File: src/rtl/spi_shifter_pkg.sv
// Shared opcodes, FSM state encoding and status bit positions for the SPI shift/rotate unit.
package spi_shifter_pkg;

  localparam logic [3:0] OP_SHL = 4'b0110;
  localparam logic [3:0] OP_SHR = 4'b0111;
  localparam logic [3:0] OP_SAR = 4'b1000;
  localparam logic [3:0] OP_ROL = 4'b1001;
  localparam logic [3:0] OP_ROR = 4'b1010;

  localparam int unsigned ST_INV   = 3;
  localparam int unsigned ST_ZERO  = 2;
  localparam int unsigned ST_SIGN  = 1;
  localparam int unsigned ST_CARRY = 0;

  typedef enum logic [2:0] {
    IDLE,
    RX_OP,
    RX_A,
    RX_B,
    EXEC,
    TX,
    WAIT_NSS
  } state_t;

endpackage

File: src/rtl/spi_if.sv
// Four-wire SPI bus as seen from either end.
interface spi_if;
  logic sclk;
  logic mosi;
  logic nss;
  logic miso;

  modport SLAVE  (input sclk, mosi, nss, output miso);
  modport MASTER (output sclk, mosi, nss, input miso);
endinterface

File: src/rtl/spi_shift_alu.sv
// Combinational shift/rotate core producing the result and {invalid, zero, sign, carry}.
module spi_shift_alu #(
  parameter int unsigned WIDTH = 32
) (
  input  logic [3:0]               i_opcode,
  input  logic [WIDTH-1:0]         i_a,
  input  logic [$clog2(WIDTH)-1:0] i_amount,
  output logic [WIDTH-1:0]         o_result,
  output logic [3:0]               o_status
);
  import spi_shifter_pkg::*;

  // One guard bit beyond the operand catches the last bit shifted out as carry.
  logic [WIDTH:0]     w_lsh;
  logic [WIDTH:0]     w_rsh;
  logic [WIDTH:0]     w_ash;
  logic [2*WIDTH-1:0] w_rol;
  logic [2*WIDTH-1:0] w_ror;
  logic               w_carry;
  logic               w_inv;

  assign w_lsh = {1'b0, i_a} << i_amount;
  assign w_rsh = {i_a, 1'b0} >> i_amount;
  assign w_ash = $signed({i_a, 1'b0}) >>> i_amount;
  assign w_rol = {i_a, i_a} << i_amount;
  assign w_ror = {i_a, i_a} >> i_amount;

  always_comb begin
    o_result = i_a;
    w_carry  = 1'b0;
    w_inv    = 1'b0;
    case (i_opcode)
      OP_SHL: begin
        o_result = w_lsh[WIDTH-1:0];
        w_carry  = w_lsh[WIDTH];
      end
      OP_SHR: begin
        o_result = w_rsh[WIDTH:1];
        w_carry  = w_rsh[0];
      end
      OP_SAR: begin
        o_result = w_ash[WIDTH:1];
        w_carry  = w_ash[0];
      end
      OP_ROL:  o_result = w_rol[2*WIDTH-1:WIDTH];
      OP_ROR:  o_result = w_ror[WIDTH-1:0];
      default: w_inv = 1'b1;
    endcase
  end

  always_comb begin
    o_status           = '0;
    o_status[ST_INV]   = w_inv;
    o_status[ST_ZERO]  = (o_result == '0);
    o_status[ST_SIGN]  = o_result[WIDTH-1];
    o_status[ST_CARRY] = w_carry;
  end

endmodule

File: src/rtl/spi_barrel_shifter.sv
// SPI mode-0 slave: receives opcode/A/B, runs the shift ALU, returns {result,status} in the same frame.
module spi_barrel_shifter #(
  parameter int unsigned WIDTH       = 32,
  parameter int unsigned SYNC_STAGES = 2
) (
  input  logic             clock,
  input  logic             reset,
  spi_if.SLAVE             spi,
  output logic             busy,
  output logic             done,
  output logic [WIDTH-1:0] result,
  output logic [3:0]       status
);
  import spi_shifter_pkg::*;

  localparam int unsigned SHW = $clog2(WIDTH);
  localparam int unsigned TXW = WIDTH + 4;
  localparam int unsigned CW  = $clog2(TXW) + 1;
  localparam logic [CW-1:0] CNT_OP_LAST = CW'(3);
  localparam logic [CW-1:0] CNT_W_LAST  = CW'(WIDTH - 1);
  localparam logic [CW-1:0] CNT_TX_LAST = CW'(TXW - 1);

  state_t r_state, w_next;

  logic [SYNC_STAGES-1:0] r_sclk_sync, r_mosi_sync, r_nss_sync;
  logic                   r_sclk_q;
  logic                   w_sclk_s, w_mosi_s, w_nss_s;
  logic                   w_rise, w_fall, w_abort, w_miso;

  logic [CW-1:0]    r_cnt;
  logic [3:0]       r_op;
  logic [WIDTH-1:0] r_a;
  logic [SHW-1:0]   r_amt;
  logic [TXW-1:0]   r_tx;
  logic             r_tx_armed;
  logic [WIDTH-1:0] r_result;
  logic [3:0]       r_status;
  logic [WIDTH-1:0] w_alu_res;
  logic [3:0]       w_alu_st;

  // nss synchroniser resets to deasserted so no phantom frame starts out of reset.
  always_ff @(posedge clock or negedge reset) begin
    if (!reset) begin
      r_sclk_sync <= '0;
      r_mosi_sync <= '0;
      r_nss_sync  <= '1;
      r_sclk_q    <= 1'b0;
    end else begin
      r_sclk_sync <= {r_sclk_sync[SYNC_STAGES-2:0], spi.sclk};
      r_mosi_sync <= {r_mosi_sync[SYNC_STAGES-2:0], spi.mosi};
      r_nss_sync  <= {r_nss_sync[SYNC_STAGES-2:0], spi.nss};
      r_sclk_q    <= w_sclk_s;
    end
  end

  assign w_sclk_s = r_sclk_sync[SYNC_STAGES-1];
  assign w_mosi_s = r_mosi_sync[SYNC_STAGES-1];
  assign w_nss_s  = r_nss_sync[SYNC_STAGES-1];
  assign w_rise   = w_sclk_s & ~r_sclk_q;
  assign w_fall   = ~w_sclk_s & r_sclk_q;
  assign w_abort  = (r_state != IDLE) && w_nss_s;

  always_ff @(posedge clock or negedge reset) begin
    if (!reset) r_state <= IDLE;
    else        r_state <= w_next;
  end

  always_comb begin
    w_next = r_state;
    if (w_abort) begin
      w_next = IDLE;
    end else begin
      case (r_state)
        IDLE:     if (!w_nss_s) w_next = RX_OP;
        RX_OP:    if (w_rise && r_cnt == CNT_OP_LAST) w_next = RX_A;
        RX_A:     if (w_rise && r_cnt == CNT_W_LAST)  w_next = RX_B;
        RX_B:     if (w_rise && r_cnt == CNT_W_LAST)  w_next = EXEC;
        EXEC:     w_next = TX;
        TX:       if (w_rise && r_cnt == CNT_TX_LAST) w_next = WAIT_NSS;
        WAIT_NSS: w_next = WAIT_NSS;
        default:  w_next = IDLE;
      endcase
    end
  end

  always_comb begin
    busy   = (r_state != IDLE);
    done   = (r_state == EXEC);
    w_miso = (r_state == TX) ? r_tx[TXW-1] : 1'b0;
  end

  assign spi.miso = w_miso;
  assign result   = r_result;
  assign status   = r_status;

  spi_shift_alu #(.WIDTH(WIDTH)) u_alu (
    .i_opcode (r_op),
    .i_a      (r_a),
    .i_amount (r_amt),
    .o_result (w_alu_res),
    .o_status (w_alu_st)
  );

  // Only the low SHW bits of B matter, and they arrive last, so a SHW-bit shifter holds them.
  always_ff @(posedge clock or negedge reset) begin
    if (!reset) begin
      r_cnt      <= '0;
      r_op       <= '0;
      r_a        <= '0;
      r_amt      <= '0;
      r_tx       <= '0;
      r_tx_armed <= 1'b0;
      r_result   <= '0;
      r_status   <= '0;
    end else if (w_abort) begin
      r_cnt      <= '0;
      r_tx_armed <= 1'b0;
    end else begin
      case (r_state)
        RX_OP: if (w_rise) begin
          r_op  <= {r_op[2:0], w_mosi_s};
          r_cnt <= (r_cnt == CNT_OP_LAST) ? '0 : r_cnt + 1'b1;
        end
        RX_A: if (w_rise) begin
          r_a   <= {r_a[WIDTH-2:0], w_mosi_s};
          r_cnt <= (r_cnt == CNT_W_LAST) ? '0 : r_cnt + 1'b1;
        end
        RX_B: if (w_rise) begin
          r_amt <= {r_amt[SHW-2:0], w_mosi_s};
          r_cnt <= (r_cnt == CNT_W_LAST) ? '0 : r_cnt + 1'b1;
        end
        EXEC: begin
          r_result   <= w_alu_res;
          r_status   <= w_alu_st;
          r_tx       <= {w_alu_res, w_alu_st};
          r_cnt      <= '0;
          r_tx_armed <= 1'b0;
        end
        TX: begin
          if (w_rise) begin
            r_tx_armed <= 1'b1;
            r_cnt      <= (r_cnt == CNT_TX_LAST) ? '0 : r_cnt + 1'b1;
          end else if (w_fall && r_tx_armed) begin
            r_tx       <= r_tx << 1;
            r_tx_armed <= 1'b0;
          end
        end
        default: begin
          r_cnt      <= '0;
          r_tx_armed <= 1'b0;
        end
      endcase
    end
  end

endmodule

File: src/flat_wrapper.sv
// flat-port wrapper written by rule: the top's interface ports become plain ports
module spi_barrel_shifter_flat import spi_shifter_pkg::*;
#(
  parameter int unsigned WIDTH       = 32,
  parameter int unsigned SYNC_STAGES = 2
)
  (clock, reset, busy, done, result, status, spi_sclk, spi_mosi, spi_nss, spi_miso);
  spi_if spi_i ();
  input  logic clock;
  input  logic reset;
  output logic busy;
  output logic done;
  output logic [WIDTH-1:0] result;
  output logic [3:0] status;
  input wire logic [$bits(spi_i.sclk)-1:0] spi_sclk;
  input wire logic [$bits(spi_i.mosi)-1:0] spi_mosi;
  input wire logic [$bits(spi_i.nss)-1:0] spi_nss;
  output wire logic [$bits(spi_i.miso)-1:0] spi_miso;
  assign spi_i.sclk = spi_sclk;
  assign spi_i.mosi = spi_mosi;
  assign spi_i.nss = spi_nss;
  assign spi_miso = spi_i.miso;
  spi_barrel_shifter #(.WIDTH(WIDTH), .SYNC_STAGES(SYNC_STAGES)) u_core (.clock(clock), .reset(reset), .spi(spi_i), .busy(busy), .done(done), .result(result), .status(status));
endmodule
File: config.mk
export PLATFORM = sky130hd
export DESIGN_NAME = spi_barrel_shifter_flat
export DESIGN_NICKNAME = d
export VERILOG_FILES = /design/src/rtl/spi_shifter_pkg.sv /design/src/rtl/spi_if.sv /design/src/rtl/spi_shift_alu.sv /design/src/rtl/spi_barrel_shifter.sv /design/src/flat_wrapper.sv
export SDC_FILE = /design/constraint.sdc
export NUM_CORES = 1
export LEC_CHECK = 0
export ABC_AREA = 0
export BUFFER_PORTS_ARGS = -buffer_cell sky130_fd_sc_hd__buf_2
export CELL_PAD_IN_SITES_DETAIL_PLACEMENT = 1
export CELL_PAD_IN_SITES_GLOBAL_PLACEMENT = 2
export CORE_ASPECT_RATIO = 0.8
export CORE_UTILIZATION = 30
export DETAILED_ROUTE_END_ITERATION = 6
export PLACE_DENSITY_LB_ADDON = 0.08
export SYNTH_ARGS = -nofsm -noshare
export SYNTH_HDL_FRONTEND = slang
export SYNTH_SLANG_ARGS = --single-unit
File: constraint.sdc
create_clock -name clock -period 6.4 [get_ports clock]
set_clock_uncertainty 0.05 [all_clocks]
set_input_delay 0 -clock clock [delete_from_list [all_inputs] [get_ports clock]]
set_output_delay 0 -clock clock [all_outputs]
set_load 0.01 [all_outputs]
Word-level counts from Yosys, hierarchy flattened
Index checks and enable logic that the tools add are counted.
{"block": "totals", "output_inout_bits": 39, "elab_cells": 96, "regBits": 131}
{"block": "classes", "n_reduce_logical": 20, "addsub": 1, "bitwise": 5, "muxes": 26, "shifts": 5, "n_eq_ne": 26}
{"op": "$pmux 32 s5", "n": 1}
{"op": "$mux 36", "n": 2}
{"op": "$pmux 36 s2", "n": 1}
{"op": "$shl 64x5->64", "n": 1}
{"op": "$shr 64x5->32", "n": 1}
{"op": "$mux 7", "n": 7}
{"op": "$shl 32x5->33", "n": 1}
{"op": "$shr 33x5->33", "n": 1}
{"op": "$sshr 33x5->33", "n": 1}
{"op": "$logic_not 32->1", "n": 1}
{"op": "$ne 3x1->1 const B", "n": 7}
{"op": "$pmux 3 s7", "n": 1}
{"op": "$pmux 7 s3", "n": 1}
{"op": "$mux 3", "n": 6}
{"op": "$eq 4x4->1 const B", "n": 3}
{"op": "$reduce_and 3->1", "n": 4}
{"op": "$eq 3x3->1 const B", "n": 3}
{"op": "$eq 4x3->1 const B", "n": 2}
{"op": "$add 7x1->7 const B", "n": 1}
{"op": "$eq 7x2->1 const B", "n": 1}
{"op": "$eq 7x5->1 const B", "n": 1}
{"op": "$eq 7x6->1 const B", "n": 1}
{"op": "$eq 3x2->1 const B", "n": 2}
{"op": "$logic_and 1x1->1", "n": 5}
{"op": "other kinds (19)", "n": 28}

Logic depth before layout (Yosys ltp)
Gate-level depths: netlist (run 1).
{"block": "logic_depth", "depth_word": 7, "depth_mapped": 16, "mapped_depth_nobuf": 10}

Cells and area by module
From an unflattened synthesis (run 1), not the netlist that was laid out.
{"block": "hier_totals", "hier_cells": 1224, "hier_area_um2": 11971.5}
{"module": "spi_shift_alu", "area_each_um2": 6475.0, "n_inst": 1, "cells_each": 800, "seq_area_each_um2": 0.0}
{"module": "spi_barrel_shifter", "area_each_um2": 5496.5, "n_inst": 1, "cells_each": 424, "seq_area_each_um2": 3280.6}

Worst setup path after synthesis (run 1)
No wires, ideal clock.
{"block": "synth_timing", "kind": "reg-to-reg", "start": "reg u_core.r_amt[1]", "end": "reg u_core.r_tx[2]", "t_required_ps": 6268, "setup_ps": 82, "arrival_time_ps": 3829, "stages_incl_launch_ff": 15, "setup_slack_ps": 2439, "period_less_slack_ps": 3961, "cell_sequence": "dfrtp_1 buf_2 buf_1 buf_1 buf_1 mux4_2 mux2_2 a21oi_1 o21ai_0 a22oi_1 nand2b_1 nor4_1 nand4_1 or4_4 a31oi_1"}
{"block": "synth_between", "elab_chain_len": 4, "elab_cells_between_ends": 8}
{"element": "start, declared", "line": "spi_barrel_shifter.sv:33", "rtl": "logic [SHW-1:0] r_amt;"}
{"element": "start signal, assigned", "line": "spi_barrel_shifter.sv:129", "rtl": "r_amt <= {r_amt[SHW-2:0], w_mosi_s};"}
{"element": "$shr 64x5->32 (tied with other cells)", "line": "spi_shift_alu.sv:26", "rtl": "assign w_ror = {i_a, i_a} >> i_amount;"}
{"element": "$pmux 32 s5 *", "line": "spi_shift_alu.sv:32", "rtl": "case (i_opcode)"}
{"element": "$logic_not 32->1 *", "line": "spi_shift_alu.sv:54", "rtl": "o_status[ST_ZERO] = (o_result == '0);"}
{"element": "$pmux 36 s2 *", "line": "spi_barrel_shifter.sv:119", "rtl": "case (r_state)"}
{"element": "end signal, assigned", "line": "spi_barrel_shifter.sv:135", "rtl": "r_tx <= {w_alu_res, w_alu_st};"}
{"element": "end signal, assigned", "line": "spi_barrel_shifter.sv:144", "rtl": "r_tx <= r_tx << 1;"}
{"element": "end, declared", "line": "spi_barrel_shifter.sv:34", "rtl": "logic [TXW-1:0] r_tx;"}
Mark *: on every way between the ends. The rest lies on a longest branch, timed or not.
A chain may end at the register's enable or synchronous reset.

Worst setup path in the final report (run 1)
{"block": "layout_timing", "start": "reg u_core.r_amt[0]", "end": "reg u_core.r_tx[2]"}
Same word-level chain as after synthesis.

==> flow_summary.json, run 1 <==
{
  "slew_headroom_pct": 19.8,
  "endpoint": "u_core.r_tx[2]$_DFFE_PN0P_",
  "numClockSinks": 130,
  "ys_top_cells_by_area": "dfrtp_1 (25%), mux4_2 (15%), mux2_2 (10%)",
  "io_buffers": 43,
  "rsz0062_at_grt": "false",
  "critPathMaxFanout": 63,
  "vias_per_cell": 6.59,
  "crit_chain": "buf_4 -> nor2b_1 -> mux4_2 -> o2bb2ai_1 -> a221o_1 -> a222oi_1 -> and4bb_1 -> nand4_1 -> or4_1 -> or4_4 -> a31oi_1",
  "cts.path.max_buffers": 2,
  "clk_pin_slew_ns": 0.06,
  "final_area_um2": 13800,
  "hpwl_um": 45600,
  "grt.total_usage_pct": 30.2,
  "cts_root_buf": "clkbuf_16",
  "cellPowerDensity_nw_per_um2": 197,
  "setup_ws_ns": 1.14,
  "finalMaxSlewViolations": 0,
  "leakage_nw": 5.39,
  "overflow": 0,
  "syn_area_um2": 12600,
  "initial_core_util_pct": 30.7,
  "dp_slack_ns": 1.29,
  "antenna_found_initial": 4,
  "finalSetupViolCount": 0,
  "worstMarginPinSlew_ns": 1.20,
  "place_area_um2": 13200,
  "r2r-start": "u_core.r_amt[0]$_DFFE_PN0P_",
  "slowest_delay_ns": 1.05,
  "ant_nets": 0,
  "start_kind": "register",
  "worstSetupStartpoint": "u_core.r_amt[0]$_DFFE_PN0P_",
  "syn-num-nets": 1348,
  "setup.worst_path.class": "reg -> reg",
  "synth_top_cell_area_share_pct": 25.5,
  "crit_family": "compound AO/OA/AOI/OAI gates",
  "final.min_clock_period_ns": 5.26,
  "gp_congestion": 0.999,
  "synth_edf_count": 0,
  "timing.fmax_mhz": 190,
  "postCtsHoldBufs": 4,
  "crit_path_end_kind": "register",
  "insertion_delay_ns": 0.45,
  "die_y_um": 185,
  "r2r_slack_ns": 1.14,
  "cp_slowest_cell": "dfrtp_4",
  "setup_tns_ns": 0,
  "synth_cells": 1342,
  "status": "completed",
  "ys_seq_elements": 130,
  "cts_made_buffers": 17,
  "utilization_pct": 33.8,
  "route.detailed.drc": 0,
  "grt_pass1_wl_um": 92000,
  "cts_tree": "done",
  "coreArea_um2": 41000,
  "num_vias": 12200,
  "holdCritPathClass": "in -> async",
  "period_share_pct": 82.2,
  "grt_pass1_vias": 12200,
  "cp.arrival_ns": 5.57,
  "die_w_um": 231,
  "wl_per_cell_um": 34.2,
  "num_rows": 66,
  "layout-drive-gt1-share_pct": 26.8,
  "post_cts_buffers": 0,
  "synth_area_per_cell_um2": 9.36,
  "grt_max_degree": 80,
  "ys_seq_area_share_pct": 25.9,
  "r2r_cells": 11,
  "nNetsFinal": 1305,
  "ctsResizeCount": 0,
  "whs_ns": 0.111,
  "dieArea_um2": 42700,
  "synth_common_cells": "dfrtp_1 (128), nand2_1 (128), mux2_2 (116)",
  "required_ns": 6.71,
  "drt-total-wl_um": 63500,
  "dr.pass1.iters": 5,
  "synth.distinct_cells": 80,
  "worst-path-stages": 11,
  "synth_flop_cell": "dfrtp_1",
  "first_iter_violations": 1632,
  "reg2reg_to": "u_core.r_tx[2]$_DFFE_PN0P_",
  "cts_max_level": 4,
  "syn2layout_area_growth_pct": 10.1,
  "crit_buf_inv": 1,
  "synthArstFlopShare_pct": 100,
  "final-hold-violation-count": 0,
  "ys_warn_count": 0,
  "maxCapViolations": 0,
  "ir_drop_mv": 0.172,
  "yosysTopAreaCell": "dfrtp_1",
  "ios": 44
}
metal layers:
metal  global-route usage [%]  wire (um)
met1                     43.5      28500
met2                     43.0      26500
met3                     8.53       6750
met4                     9.32       1650
met5                        0         12
state kept, by name, summed over array words and instances (netlist names):
name and flops:
u_core.r_a 32, u_core.r_amt 5, u_core.r_cnt 7, u_core.r_mosi_sync 2
u_core.r_nss_sync 2, u_core.r_op 4, u_core.r_sclk_q 1, u_core.r_sclk_sync 2
u_core.r_state 3, u_core.r_tx 36, u_core.r_tx_armed 1, u_core.result 31
u_core.status 4
cell type report:
class	instances	area (um2)
antenna	2	5.00
clock buffer	22	464
clock inverter	10	134
fill	4704	27100
inverter	26	97.6
multi-input combinational	1029	8550
sequential	130	3270
tap	544	681
timing repair buffer	95	634
through the flow:
step	total power, mW	cells
after global routing	2.84	1857
after CTS	2.74	1856
after global placement	1.70	1820
after detailed placement	1.69	1820
final	2.73	1858
after floorplan	1.30	1342
placed cells by master (no fill, tap or decap), drive strengths merged, types with 6 or more instances in the layout:
cell type and instances:
nand2 128, dfrtp 128, mux2 117, o21ai 98, buf 91, mux4 89, nor2 82, mux2i 60
a21oi 50, o211ai 28, o22ai 26, inv 26, a221oi 22, clkbuf 22, nand3 21, nand2b 19
and3 17, a21o 16, a22oi 15, o221ai 15, a211oi 15, nor2b 14, nor3 14, a221o 13
a31oi 11, and2 10, or3 10, a32oi 9, or2 9, o32ai 8, nor4 8, o31ai 7
o32a 6, o21a 6, o221a 6
worst reg2reg max path: cells and delay by family, from the launching register on:
family                 cells  cell delay (ns)
buffers and inverters      1             0.42
and+or+nand+nor            5             1.52
DFF                        1             1.05
muxes                      1             0.49
AOI/OAI and AO/OA          4             1.65
cells by family (layout without fill, tap and decap cells):
group           after synthesis  after routing  share of synthesized area, %
fa+ha+maj                     1              1                        0.0996
compound gates              402            402                          22.4
flops                       130            130                          25.9
mux                         266            266                          31.3
other cells                   0              2                             0
simple gates                358            358                          13.8
xor+xnor                      2              2                         0.139
buf+inv                     183            153                          6.33
worst min-delay path by stage:
stage	to	slack (ns)	cells after the start
2_1_floorplan	u_core.r_a[0]$_DFFE_PN0P_	-0.35	0
4_1_cts	u_core.r_sclk_sync[0]$_DFF_PN0_	0.12	2
3_3_place_gp	u_core.r_a[5]$_DFFE_PN0P_	0.05	1
6_report	u_core.r_a[5]$_DFFE_PN0P_	0.11	2
3_5_place_dp	u_core.r_a[28]$_DFFE_PN0P_	0.06	1
5_1_grt	u_core.r_sclk_sync[0]$_DFF_PN0_	0.13	2
report_power, final:
part           switching, mW  internal, mW
logic                  0.580         0.248
clock network          0.389         0.631
registers             0.0430         0.834
total                   1.01          1.71
No activity file was read; power rests on OpenSTA's default activity.
==> inputs of run 2 (changes only) <==
- ABC_AREA: 0 -> 1
- clock period: 6.4 -> 5.2 ns (I/O delays scaled with it)
==> run 2 against run 1 <==
Net effect: worst setup slack improved by 0.22 ns; critical path type unchanged; fmax increased by 37%; power increased by 120%; register-to-register slack improved by 0.22 ns; sequential cell count unchanged; worst hold slack improved by 0.0019 ns; final cell count increased by 22%; synthesized area decreased by 14%.
==> flow_summary.json, run 2 <==
{
  "syn-num-nets": 1806,
  "largest_reg_flops": 36,
  "hpwl_um": 41400,
  "layout_commonest_cell": "nand2_1",
  "first_iter_violations": 1349,
  "syn2layout_area_growth_pct": 10.2,
  "synth.distinct_cells": 39,
  "start_kind": "register",
  "coreArea_um2": 35000,
  "numClockSinks": 130,
  "status": "completed",
  "timing.fmax_mhz": 260,
  "die_w_um": 214,
  "ys_seq_elements": 130,
  "syn_area_um2": 10800,
  "yosysMostFrequentCell": "nand2_1",
  "leakage_nw": 5.82,
  "synth_edf_count": 0,
  "nNetsFinal": 1782,
  "cellPowerDensity_nw_per_um2": 512,
  "final.min_clock_period_ns": 3.84,
  "crit_path_end_kind": "register",
  "io_buffers": 43,
  "slew_headroom_pct": 16.5,
  "num_antenna_cells": 0,
  "dr.pass1.iters": 5,
  "ys_top_cells_by_area": "dfrtp_1 (30%), nand2_1 (22%), nand3_1 (21%)",
  "period_share_pct": 73.9,
  "clk_pin_slew_ns": 0.07,
  "overflow": 0,
  "drt-total-wl_um": 54400,
  "layout-drive-gt1-share_pct": 8.66,
  "dieArea_um2": 36700,
  "internal_power_mw": 2.84,
  "finalSetupViolCount": 0,
  "holdCritPathClass": "in -> async",
  "finalMaxSlewViolations": 0,
  "ys_seq_area_share_pct": 30.2,
  "rsz0062_at_grt": "false",
  "setup_tns_ns": 0,
  "required_ns": 5.42,
  "insertion_delay_ns": 0.43,
  "ctsResizeCount": 0,
  "vias_per_cell": 5.64,
  "synth_flop_cell": "dfrtp_1",
  "antenna_found_initial": 0,
  "cts_root_buf": "clkbuf_16",
  "final-hold-violation-count": 0,
  "die_y_um": 171,
  "worstMarginPinSlew_ns": 1.25,
  "ios": 44,
  "swShare_pct": 53.2,
  "grt_pass1_wl_um": 81400,
  "synth_common_cells": "nand2_1 (637), nand3_1 (452), o21ai_0 (146)",
  "synth_area_per_cell_um2": 5.98,
  "num_rows": 61,
  "gp_congestion": 0.919,
  "top_register": "u_core.r_tx",
  "cts_max_level": 4,
  "initial_core_util_pct": 30.7,
  "wl_per_cell_um": 24.1,
  "synthArstFlopShare_pct": 100,
  "p_seq_share_pct": 24.5,
  "cts.path.max_buffers": 2,
  "setup.worst_path.class": "reg -> reg",
  "route.detailed.drc": 0,
  "cts_tree": "done",
  "critPathMaxFanout": 45,
  "ant_nets": 0,
  "grt_max_degree": 82,
  "num_vias": 12700,
  "utilization_pct": 33.9,
  "yosysTopAreaCell": "dfrtp_1",
  "final_cell_mix": "nand2_1 (636), nand3_1 (451), o21ai_0 (146), dfrtp_1 (124), a21oi_1 (76)",
  "cp.arrival_ns": 4.06,
  "synth_top_cell_area_share_pct": 29.7,
  "ys_warn_count": 0,
  "r2r_slack_ns": 1.36,
  "p_sw_mw": 3.23,
  "comb_power_share_pct": 55.7,
  "grt.total_usage_pct": 30.5,
  "cts_made_buffers": 17,
  "pwr-share-clk_pct": 19.8,
  "maxCapViolations": 0,
  "grt_pass1_vias": 12300,
  "synth_cells": 1800,
  "ir_drop_mv": 0.355
}
[run 2: changes by cell type after synthesis, moves of 25 or more]
cell	delta
mux2i_1	-60
o211ai_1	-27
mux4_2	-86
nand3_1	+431
inv_1	+43
nand2_1	+509
clkbuf_1	-52
buf_2	+25
o21ai_0	+51
a21oi_1	+26
mux2_2	-116
[run 2: timing repair]
item                                   4_1_cts  5_1_grt
setup endpoints to repair                    0        0
hold buffers                                 4        0
endpoints found under the hold margin       81        0
buffers inserted                             0        0
[run 2: stage by stage]
stage / instances / setup slack [ns] / instance area [um2] / hold slack [ns] / power (mW)
final: 2261 / 1.36 / 11900 / 0.112 / 6.08
after global routing: 2261 / 0.924 / 11900 / 0.172 / 6.51
after CTS: 2261 / 1.37 / 11900 / 0.146 / 6.04
after detailed placement: 2225 / 1.40 / 11200 / 0.0454 / 4.81
after global placement: 2225 / 1.51 / 11200 / 0.0448 / 4.79
after floorplan: 1800 / 3.15 / 10800 / -0.346 / 3.59
[run 2: cells by family after synthesis]
family / Yosys count / share of synthesized area (%)
compound gates: 263 / 12.6
buf+inv: 193 / 7.80
fa+ha+maj: 1 / 0.116
simple gates: 1212 / 49.2
flops: 130 / 30.2
xor+xnor: 1 / 0.0813
[run 2: power groups by stage]
stage	Combinational [mW]	Sequential, mW	Clock (mW)
global placement	3.29	1.50	0
global route	3.73	1.51	1.26
finish	3.38	1.49	1.20
CTS	3.33	1.48	1.23
detailed placement	3.31	1.50	0
floorplan	2.17	1.42	0
[run 2: metal layers]
| metal | global-route usage (%) | vias to the layer above | share of wire, % |
|---|---|---|---|
| met4 | 8.76 | 0 | 2.7 |
| li1 | - | 5974 | - |
| met5 | 0 | - | 0 |
| met1 | 46.9 | 6296 | 51 |
| met2 | 42.5 | 411 | 40 |
| met3 | 5.11 | 61 | 6.4 |
[run 2: layout make-up]
type | count | area (um2)
Tap cell | 472 | 591
Inverter | 83 | 317
Sequential cell | 130 | 3260
Fill cell | 4615 | 23200
Timing Repair Buffer | 67 | 424
Clock buffer | 18 | 429
Multi-Input combinational cell | 1477 | 6690
Clock inverter | 14 | 156
[run 2: critical path: stages, from the launching register on]
cell,delay [ns]
dfrtp_1,0.50
inv_2,0.39
nor2_1,0.14
inv_1,0.14
nor2_2,0.04
buf_4,0.27
inv_1,0.20
a31oi_1,0.10
nor4_4,0.84
inv_2,0.61
a21oi_1,0.28
a22oi_1,0.10
[run 2: final timing paths]
path,startpoint,end,depth (start not counted)
min in group clock,spi_nss,u_core.r_nss_sync[0]$_DFF_PN1_,2
max in group asynchronous,reset,u_core.r_tx[3]$_DFFE_PN0P_,3
min reg2reg,u_core.r_mosi_sync[0]$_DFF_PN0_,u_core.r_mosi_sync[1]$_DFF_PN0_,0
max,u_core.r_state[0]$_DFFE_PN0P_,u_core.r_tx[1]$_DFFE_PN0P_,11
max reg2reg,u_core.r_state[0]$_DFFE_PN0P_,u_core.r_tx[1]$_DFFE_PN0P_,11
min,reset,u_core.r_a[12]$_DFFE_PN0P_,2
